[src/rtl/uart_rx_if.sv]
// uart_rx_if: serial line plus received-byte handshake for the UART receiver.
// The slave modport is the receiver itself; the master modport is the side
// that owns the line and consumes the received bytes.
interface uart_rx_if;
   logic       rx;
   logic [7:0] rx_data;
   logic       rx_valid;
   logic       rx_frame_err;
   logic       rx_parity_err;
   logic       rx_busy;

   modport master (
      output rx,
      input  rx_data,
      input  rx_valid,
      input  rx_frame_err,
      input  rx_parity_err,
      input  rx_busy
   );

   modport slave (
      input  rx,
      output rx_data,
      output rx_valid,
      output rx_frame_err,
      output rx_parity_err,
      output rx_busy
   );
endinterface

[src/rtl/uart_rx.sv]
// uart_rx: UART receiver, 1 start bit, 8 data bits LSB first, optional even
// parity bit, 1 stop bit. Every bit is sampled at its middle by counting
// CLKS_PER_BIT clocks from the half-bit point of the start bit.
// Optional feature: define UART_RX_PARITY_EN to expect an even parity bit
// between data bit 7 and the stop bit. Without it, rx_parity_err is tied 0.
// All outputs are registered; the three pulse outputs are mutually exclusive.
module uart_rx #(
   parameter int CLK_FREQ  = 50_000_000,
   parameter int BAUD_RATE = 9600
) (
   input  logic      clk,
   input  logic      rst,
   uart_rx_if.slave  bus
);

   // Line timing, in system clocks.
   localparam int          CLKS_PER_BIT = CLK_FREQ / BAUD_RATE;
   localparam logic [15:0] BIT_LAST     = 16'(CLKS_PER_BIT - 1);
   localparam logic [15:0] HALF_LAST    = 16'((CLKS_PER_BIT / 2) - 1);

   // FSM encoding.
   localparam logic [2:0] IDLE      = 3'd0;
   localparam logic [2:0] START     = 3'd1;
   localparam logic [2:0] DATA      = 3'd2;
`ifdef UART_RX_PARITY_EN
   localparam logic [2:0] PARITY    = 3'd3;
`endif
   localparam logic [2:0] STOP      = 3'd4;
   localparam logic [2:0] WAIT_HIGH = 3'd5;

`ifdef UART_RX_PARITY_EN
   // Even parity: the XOR of the eight data bits is the bit the sender
   // appends, so a received parity bit differing from it is a mismatch.
   function automatic logic parity_of(input logic [7:0] value);
      return ^value;
   endfunction
`endif

   // Synchronizer and synchronized line.
   logic [1:0]  sync_r;
   logic        rx_s;

   // FSM registers.
   logic [2:0]  state_r;
   logic [15:0] clk_count_r;
   logic [2:0]  bit_index_r;
   logic [7:0]  shift_r;

   // Output registers.
   logic [7:0]  data_r;
   logic        valid_r;
   logic        frame_err_r;
   logic        busy_r;

   // Next-state values.
   logic [2:0]  state_nxt;
   logic [15:0] count_nxt;
   logic [2:0]  index_nxt;
   logic [7:0]  shift_nxt;
   logic [7:0]  data_nxt;
   logic        valid_nxt;
   logic        frame_err_nxt;
   logic        busy_nxt;

`ifdef UART_RX_PARITY_EN
   logic        parity_mis_r;
   logic        parity_err_r;
   logic        parity_mis_nxt;
   logic        parity_err_nxt;
`endif

   assign rx_s = sync_r[1];

   // Two-flop synchronizer for the asynchronous line; idles at 1 so reset
   // never looks like a start bit.
   always_ff @(posedge clk or posedge rst) begin
      if (rst) begin
         sync_r <= 2'b11;
      end else begin
         sync_r <= {sync_r[0], bus.rx};
      end
   end

   // Frame decoder: next state, bit counters, shift register and outputs.
   always_comb begin
      state_nxt     = state_r;
      count_nxt     = clk_count_r;
      index_nxt     = bit_index_r;
      shift_nxt     = shift_r;
      data_nxt      = data_r;
      valid_nxt     = 1'b0;
      frame_err_nxt = 1'b0;
`ifdef UART_RX_PARITY_EN
      parity_mis_nxt = parity_mis_r;
      parity_err_nxt = 1'b0;
`endif

      case (state_r)
         IDLE: begin
            if (rx_s == 1'b0) begin
               state_nxt = START;
               count_nxt = 16'd0;
`ifdef UART_RX_PARITY_EN
               parity_mis_nxt = 1'b0;
`endif
            end else begin
               state_nxt = IDLE;
            end
         end

         START: begin
            // Re-check the line half a bit in; a high here was only a glitch.
            if (clk_count_r == HALF_LAST) begin
               count_nxt = 16'd0;
               if (rx_s == 1'b0) begin
                  state_nxt = DATA;
                  index_nxt = 3'd0;
               end else begin
                  state_nxt = IDLE;
               end
            end else begin
               count_nxt = clk_count_r + 16'd1;
            end
         end

         DATA: begin
            if (clk_count_r == BIT_LAST) begin
               shift_nxt[bit_index_r] = rx_s;
               count_nxt = 16'd0;
               if (bit_index_r == 3'd7) begin
                  index_nxt = 3'd0;
`ifdef UART_RX_PARITY_EN
                  state_nxt = PARITY;
`else
                  state_nxt = STOP;
`endif
               end else begin
                  index_nxt = bit_index_r + 3'd1;
               end
            end else begin
               count_nxt = clk_count_r + 16'd1;
            end
         end

`ifdef UART_RX_PARITY_EN
         PARITY: begin
            if (clk_count_r == BIT_LAST) begin
               parity_mis_nxt = rx_s ^ parity_of(shift_r);
               count_nxt      = 16'd0;
               state_nxt      = STOP;
            end else begin
               count_nxt = clk_count_r + 16'd1;
            end
         end
`endif

         STOP: begin
            // Exit at mid-stop-bit so a start bit right behind it is caught.
            if (clk_count_r == BIT_LAST) begin
               count_nxt = 16'd0;
               if (rx_s == 1'b1) begin
                  state_nxt = IDLE;
`ifdef UART_RX_PARITY_EN
                  if (parity_mis_r) begin
                     parity_err_nxt = 1'b1;
                  end else begin
                     data_nxt  = shift_r;
                     valid_nxt = 1'b1;
                  end
`else
                  data_nxt  = shift_r;
                  valid_nxt = 1'b1;
`endif
               end else begin
                  // Framing error outranks any parity error.
                  frame_err_nxt = 1'b1;
                  state_nxt     = WAIT_HIGH;
               end
            end else begin
               count_nxt = clk_count_r + 16'd1;
            end
         end

         WAIT_HIGH: begin
            // Hold off until the line returns high so a break is one error.
            if (rx_s == 1'b1) begin
               state_nxt = IDLE;
            end else begin
               state_nxt = WAIT_HIGH;
            end
         end

         default: begin
            state_nxt = IDLE;
            count_nxt = 16'd0;
            index_nxt = 3'd0;
         end
      endcase

      busy_nxt = (state_nxt != IDLE);
   end

   // FSM and output registers.
   always_ff @(posedge clk or posedge rst) begin
      if (rst) begin
         state_r     <= IDLE;
         clk_count_r <= 16'd0;
         bit_index_r <= 3'd0;
         shift_r     <= 8'h00;
         data_r      <= 8'h00;
         valid_r     <= 1'b0;
         frame_err_r <= 1'b0;
         busy_r      <= 1'b0;
      end else begin
         state_r     <= state_nxt;
         clk_count_r <= count_nxt;
         bit_index_r <= index_nxt;
         shift_r     <= shift_nxt;
         data_r      <= data_nxt;
         valid_r     <= valid_nxt;
         frame_err_r <= frame_err_nxt;
         busy_r      <= busy_nxt;
      end
   end

`ifdef UART_RX_PARITY_EN
   // Parity mismatch flag and parity error pulse.
   always_ff @(posedge clk or posedge rst) begin
      if (rst) begin
         parity_mis_r <= 1'b0;
         parity_err_r <= 1'b0;
      end else begin
         parity_mis_r <= parity_mis_nxt;
         parity_err_r <= parity_err_nxt;
      end
   end

   assign bus.rx_parity_err = parity_err_r;
`else
   assign bus.rx_parity_err = 1'b0;
`endif

   assign bus.rx_data      = data_r;
   assign bus.rx_valid     = valid_r;
   assign bus.rx_frame_err = frame_err_r;
   assign bus.rx_busy      = busy_r;

endmodule
[src/flat_wrapper.sv]
// flat-port wrapper written by rule: the top's interface ports become plain ports
module uart_rx_flat 
#(
   parameter int CLK_FREQ  = 50_000_000,
   parameter int BAUD_RATE = 9600
)
  (clk, rst, bus_rx, bus_rx_data, bus_rx_valid, bus_rx_frame_err, bus_rx_parity_err, bus_rx_busy);
  uart_rx_if bus_i ();
  input  logic clk;
  input  logic rst;
  input wire logic [$bits(bus_i.rx)-1:0] bus_rx;
  output wire logic [$bits(bus_i.rx_data)-1:0] bus_rx_data;
  output wire logic [$bits(bus_i.rx_valid)-1:0] bus_rx_valid;
  output wire logic [$bits(bus_i.rx_frame_err)-1:0] bus_rx_frame_err;
  output wire logic [$bits(bus_i.rx_parity_err)-1:0] bus_rx_parity_err;
  output wire logic [$bits(bus_i.rx_busy)-1:0] bus_rx_busy;
  assign bus_i.rx = bus_rx;
  assign bus_rx_data = bus_i.rx_data;
  assign bus_rx_valid = bus_i.rx_valid;
  assign bus_rx_frame_err = bus_i.rx_frame_err;
  assign bus_rx_parity_err = bus_i.rx_parity_err;
  assign bus_rx_busy = bus_i.rx_busy;
  uart_rx #(.CLK_FREQ(CLK_FREQ), .BAUD_RATE(BAUD_RATE)) u_core (.clk(clk), .rst(rst), .bus(bus_i));
endmodule
[config.mk]
export PLATFORM = sky130hd
export DESIGN_NAME = uart_rx_flat
export DESIGN_NICKNAME = d
export VERILOG_FILES = /design/src/rtl/uart_rx_if.sv /design/src/rtl/uart_rx.sv /design/src/flat_wrapper.sv
export SDC_FILE = /design/constraint.sdc
export NUM_CORES = 1
export LEC_CHECK = 0
export BUFFER_PORTS_ARGS = -buffer_cell sky130_fd_sc_hd__buf_2
export CORE_UTILIZATION = 62
export CTS_CLUSTER_SIZE = 20
export DETAILED_ROUTE_END_ITERATION = 10
export GPL_ROUTABILITY_DRIVEN = 0
export PLACE_DENSITY = 0.82
export SLEW_MARGIN = 10
export SYNTH_ARGS = -nofsm -noshare
export SYNTH_HDL_FRONTEND = slang
export SYNTH_SLANG_ARGS = --single-unit
[constraint.sdc]
create_clock -name clk -period 5.6 [get_ports clk]
set_clock_uncertainty 0.05 [all_clocks]
set_input_delay 0 -clock clk [delete_from_list [all_inputs] [get_ports clk]]
set_output_delay 0 -clock clk [all_outputs]
set_load 0.03 [all_outputs]
# Word level (Yosys, flattened, before mapping)

Index checks and enable logic that the tools add are counted.

Register bits after elaboration: 43
Bits in latches: 0
Bits in writable memories: 0
Bits in read-only memories: 0
Word-level logic and storage cells: 61
Memories: 0

Add/subtract/negate cells: 2
Multiply operators: 0
Divide/modulo/power cells: 0
$lt $le $gt $ge: 2
Eq/ne operators: 11
Shift-type cells: 0
Mux-type cells: 26
Bitwise gates (word level): 2
Reductions and logical operators: 9

Operators by type and width:

| operator              | count |
|---|---|
| $pmux 16 s4           | 1 |
| $mux 16               | 3 |
| $mux 3                | 9 |
| $add 16x1->16 const B | 1 |
| $eq 16x12->1 const B  | 1 |
| $eq 16x13->1 const B  | 1 |
| $pmux 3 s5            | 1 |
| $eq 3x3->1 const B    | 3 |
| $pmux 3 s3            | 1 |
| $bwmux 8              | 1 |
| $mux 1                | 8 |
| $lt 3x4->1 const B    | 1 |
| $ne 2x1->1 const B    | 2 |
| $ne 2x2->1 const B    | 2 |
| $reduce_and 2->1      | 2 |
| $reduce_and 4->1      | 1 |
| $add 3x1->3 const B   | 1 |
| $demux 1 s3           | 1 |
| $eq 3x1->1 const B    | 1 |
| $eq 3x2->1 const B    | 1 |
| $ge 3x1->1 const B    | 1 |
| $logic_not 3->1       | 1 |
| $reduce_and 3->1      | 1 |
| $reduce_bool 3->1     | 1 |
| other kinds (5)       | 6 |

# Depth between registers and ports, before layout

Depth in word-level cells: 5
Depth in mapped cells: 7
Mapped depth without buffers: 6

# Least setup slack after synthesis

Ideal clock, no wire load.

Path type: register to register
Start: register u_core.clk_count_r[15]
End: register u_core.data_r[0], in the netlist u_core.bus.rx_data[0]
Arrival time: 2.267 ns
Setup slack: 3.156 ns
Stages on the path, launching flop included: 6
Path buffers: 1
Cells stage by stage: dfrtp_1 -> or4_4 -> or4_4 -> nor4bb_1 -> buf_2 -> mux2_1

Cells in the longest elaborated chain, start to end: 2

Ends and longest elaborated chain:

| item                              | line           | RTL |
|---|---|---|
| start: declaration                | uart_rx.sv:45  | `logic [15:0] clk_count_r;` |
| start signal: assignment          | uart_rx.sv:216 | `clk_count_r <= count_nxt;` |
| $eq 16x13->1                      | uart_rx.sv:159 | `if (clk_count_r == BIT_LAST) begin` |
| $reduce_and 3->1 (no source line) | -              |  |
| end signal: assignment            | uart_rx.sv:219 | `data_r <= data_nxt;` |
| end: declaration                  | uart_rx.sv:50  | `logic [7:0] data_r;` |

Every way passes these cells.
A chain may end at the register's enable or synchronous reset.

# Worst setup path after layout

Start: register u_core.clk_count_r[0]
End: register u_core.clk_count_r[2]

Cells in the longest elaborated chain, start to end: 3
Elaborated cells between the ends (all ways): 6
Classes of those cells: add/sub (1); eq/ne (2); mux (3)

Ends and longest elaborated chain:

| item                                  | line                                           | RTL |
|---|---|---|
| $add 16x1->16 (tied with other cells) | uart_rx.sv:122, uart_rx.sv:141, uart_rx.sv:180 |  |
| $mux 16, on equally long branches     | uart_rx.sv:127, uart_rx.sv:159, uart_rx.sv:113 |  |
| $pmux 16 s4 (*)                       | uart_rx.sv:98                                  | `case (state_r)` |

Mark *: on every way between the ends. The rest lies on a longest branch, timed or not.

==> results.md <==
* Reg power frac at between 60% and 70%
* Ports at 15
* Net Sw Frac at between 20 and 25%
* H-tree depth at 2
* Die W at between 60 and 70 microns
* Relative slew slack at around 50%
* Fmax at approximately 340 MHz
* Antenna Nets Post-Route at 0
* Vias/cell at roughly 6.2
* Setup TNS at 0 ns
* Final Cycle Share at about half
* Final wirelength at 4120 microns
* Core area at 3150 sq um
* Hold EP: u_core.sync_r[0]$_DFF_PP1_
* Synthesized cell area at ~2100 sq um
* Post-synth EDFFs at 0
* Root buffer cell: clkbuf_4
* YS warnings at 0
* DRT Pass-1 Iters at 4
* Reg2reg start: u_core.clk_count_r[0]$_DFFE_PP0P_
* Grt total ovfl at 0
* Ys async rst share at 100%
* DR iter-0 viols at 139
* Worst Max-Slew Pin Slew at ~0.75 ns
* Drt drc at 0
* CP endpoint kind: flop
* FF-to-FF path depth at 6
* Resize count post-CTS at 0
* Initial antenna violation count at 0
* Yosys reg bits at between 40 and 50
* Max FO, Critical Path at 13
* Post-DR wirelength/cell at roughly 16 microns
* R2R Setup Slk at 2.70 ns
* Final WS setup at ~2.7 ns
* ANT cells at 0
* R2r endpoint: u_core.clk_count_r[2]$_DFFE_PP0P_
* Peak supply drop at 0.173 mV
* Synth Instances at ~200
* Layout Utilization at between 70% and 80%
* Final setup viols at 0
* Minimum clock period at between 2 and 3 ns
* PortBufs at 13
* Gr usage total at around 28%
* Starting Density at between 60% and 70%
* Vias in the first global route at about 1600
* DP Worst Slack at about 2.7 ns
* Layout cell share with drive strength beyond 1 at between 10% and 20%
* Die Area at about 3700 sq um
* Worst hold path type: input port to flop
* Syn Area/Cell at between 10 and 15 sq um
* WP data required at between 5 and 6 ns
* Pins Over Slew Limit at 0
* Mapped Nets at around 200
* Setup bufs post-CTS at 0
* Die H at roughly 61 microns
* Final-report hold violation count at 0
* Clock transition at path regs at around 0.12 ns
* Worst hold slack at about 0.24 ns
* Num CTS Buffers at 5
* Sequential element share of the synthesized area at 50.5%
* Worst Hold Launch: bus_rx
* Clk pwr share at around 33%
* RSZ-0062 raised after global routing: false
* Clk buf depth at 2
* Status: completed
* Final Cell Area at roughly 2300 sq um
* Worst Path Class, Setup: flop to flop
* DR vias at about 1600
* P per Cell Area at around 210 nW/um^2
* Post-synth cell types at 48
* Skew-Pair Late Insertion Delay at between 0.3 and 0.4 ns
* Fin cells at 260
* HPWL Detailed at just under 3000 microns
* # nets final at between 200 and 250
* Leakage at 1.08 nW
* Worst Hold Depth at 2
* Tot Pwr at ~0.48 mW
* Clock Sinks at between 40 and 50
* Dominant synthesized flop cell: dfrtp_1
* Area growth, synth to finish at 8.62%
* Post-placement cell area at between 2000 and 2500 sq um
* Int Power at ~0.38 mW
* Sw power at ~0.11 mW
* Largest net degree at the start of global routing at 44
* Max-cap viol count at 0
* Placed cells at 250
* CTS Hold Bufs at 2
* CP Launch Type: flop
* Comb power frac at under 10%
* Std cell rows at 20
* First-pass GRT wire length at around 7300 microns
* TritonCTS clock tree: done
* Crit path DAT at approximately 3 ns
==> synthesized netlist by cell type (4+ instances only) <==
| master | number | area share (%) |
|---|---|---|
| and3_1 | 4 | 1.2 |
| o22ai_1 | 4 | 1.2 |
| or3_1 | 5 | 1.5 |
| mux2_1 | 16 | 8.4 |
| dfrtp_1 | 41 | 48 |
| o21ai_0 | 6 | 1.4 |
| a21oi_1 | 7 | 1.6 |
| nand4_1 | 5 | 1.5 |
| nor2b_1 | 4 | 1.2 |
| a22o_1 | 4 | 1.6 |
| nand2_1 | 16 | 2.8 |
| nand3_1 | 10 | 2.3 |
| nor2_1 | 17 | 3.0 |
| xor2_1 | 6 | 2.5 |
==> registers in the layout (all words and copies together), names as in the netlist <==
register,cells
u_core.state_r,3
u_core.bus.rx_frame_err,1
u_core.clk_count_r,16
u_core.bus.rx_busy,1
u_core.bit_index_r,3
u_core.sync_r,2
u_core.shift_r,8
u_core.bus.rx_data,8
u_core.bus.rx_valid,1
==> worst max path at each step <==
stage / start / end / slack (ns) / cells past startpoint
detailed placement: u_core.clk_count_r[0]$_DFFE_PP0P_ / u_core.clk_count_r[2]$_DFFE_PP0P_ / 2.72 / 6
finish: u_core.clk_count_r[0]$_DFFE_PP0P_ / u_core.clk_count_r[2]$_DFFE_PP0P_ / 2.70 / 6
CTS: u_core.clk_count_r[0]$_DFFE_PP0P_ / u_core.clk_count_r[2]$_DFFE_PP0P_ / 2.70 / 6
global placement: u_core.clk_count_r[0]$_DFFE_PP0P_ / u_core.clk_count_r[2]$_DFFE_PP0P_ / 2.87 / 6
global route: u_core.clk_count_r[0]$_DFFE_PP0P_ / u_core.clk_count_r[2]$_DFFE_PP0P_ / 2.51 / 6
floorplan: u_core.clk_count_r[15]$_DFFE_PP0P_ / u_core.bus.rx_data[0]$_DFFE_PP0P_ / 3.16 / 5
==> cell type report <==
type / instances / area, sq um
Clock buffer: 7 / 55.1
Clock inverter: 1 / 8.76
Fill cell: 237 / 835
Inverter: 2 / 7.51
Multi-Input combinational cell: 146 / 1010
Sequential cell: 43 / 1080
Tap cell: 44 / 55.1
Timing Repair Buffer: 17 / 100
==> critical path, cell delays in order (launching register included) <==
cell and delay, ns:
dfrtp_1 0.43, ha_1 0.27, or4b_1 0.45, or4_1 0.51, nor2b_4 0.18, nor4_4 0.68
o22ai_1 0.19
==> cells by family after synthesis <==
| kind of cell | Yosys count | share of synthesized area, % |
|---|---|---|
| other | 1 | 0.176 |
| AO/OA/AOI/OAI | 29 | 8.44 |
| multiplexers | 17 | 8.91 |
| flip-flops | 43 | 50.5 |
| AND/OR/NAND/NOR | 89 | 25.3 |
| XOR/XNOR | 7 | 2.87 |
| buffers and inverters | 8 | 1.99 |
| adder cells (fa/ha/maj) | 3 | 1.76 |
==> cells in the final DEF, fill, tap and decap left out, drive strengths merged, types with 4 or more instances in the layout <==
cell type / instances
nor2: 18
xor2: 6
or3: 5
nand2: 16
clkbuf: 7
and3: 4
nand3: 10
dfrtp: 41
o22ai: 4
o21ai: 9
nand4: 5
nor4: 4
a21oi: 7
mux2: 16
a22o: 4
nor2b: 5
buf: 15
==> power groups by stage <==
stage / clock (mW) / sequential (mW) / combinational [mW]
6_report: 0.162 / 0.313 / 0.00924
5_1_grt: 0.179 / 0.314 / 0.0110
4_1_cts: 0.165 / 0.313 / 0.00964
3_5_place_dp: 0 / 0.319 / 0.00868
3_3_place_gp: 0 / 0.319 / 0.00816
2_1_floorplan: 0 / 0.318 / 0.00695
==> routing by layer <==
layer / up-vias / wire length (microns) / track usage [%]
li1: 758 / - / -
met5: - / 0 / 0
met4: 0 / 98 / 12.0
met2: 63 / 1870 / 42.5
met1: 794 / 1890 / 38.9
met3: 9 / 258 / 7.46
Note: power is estimated with default switching activity, not from simulation.
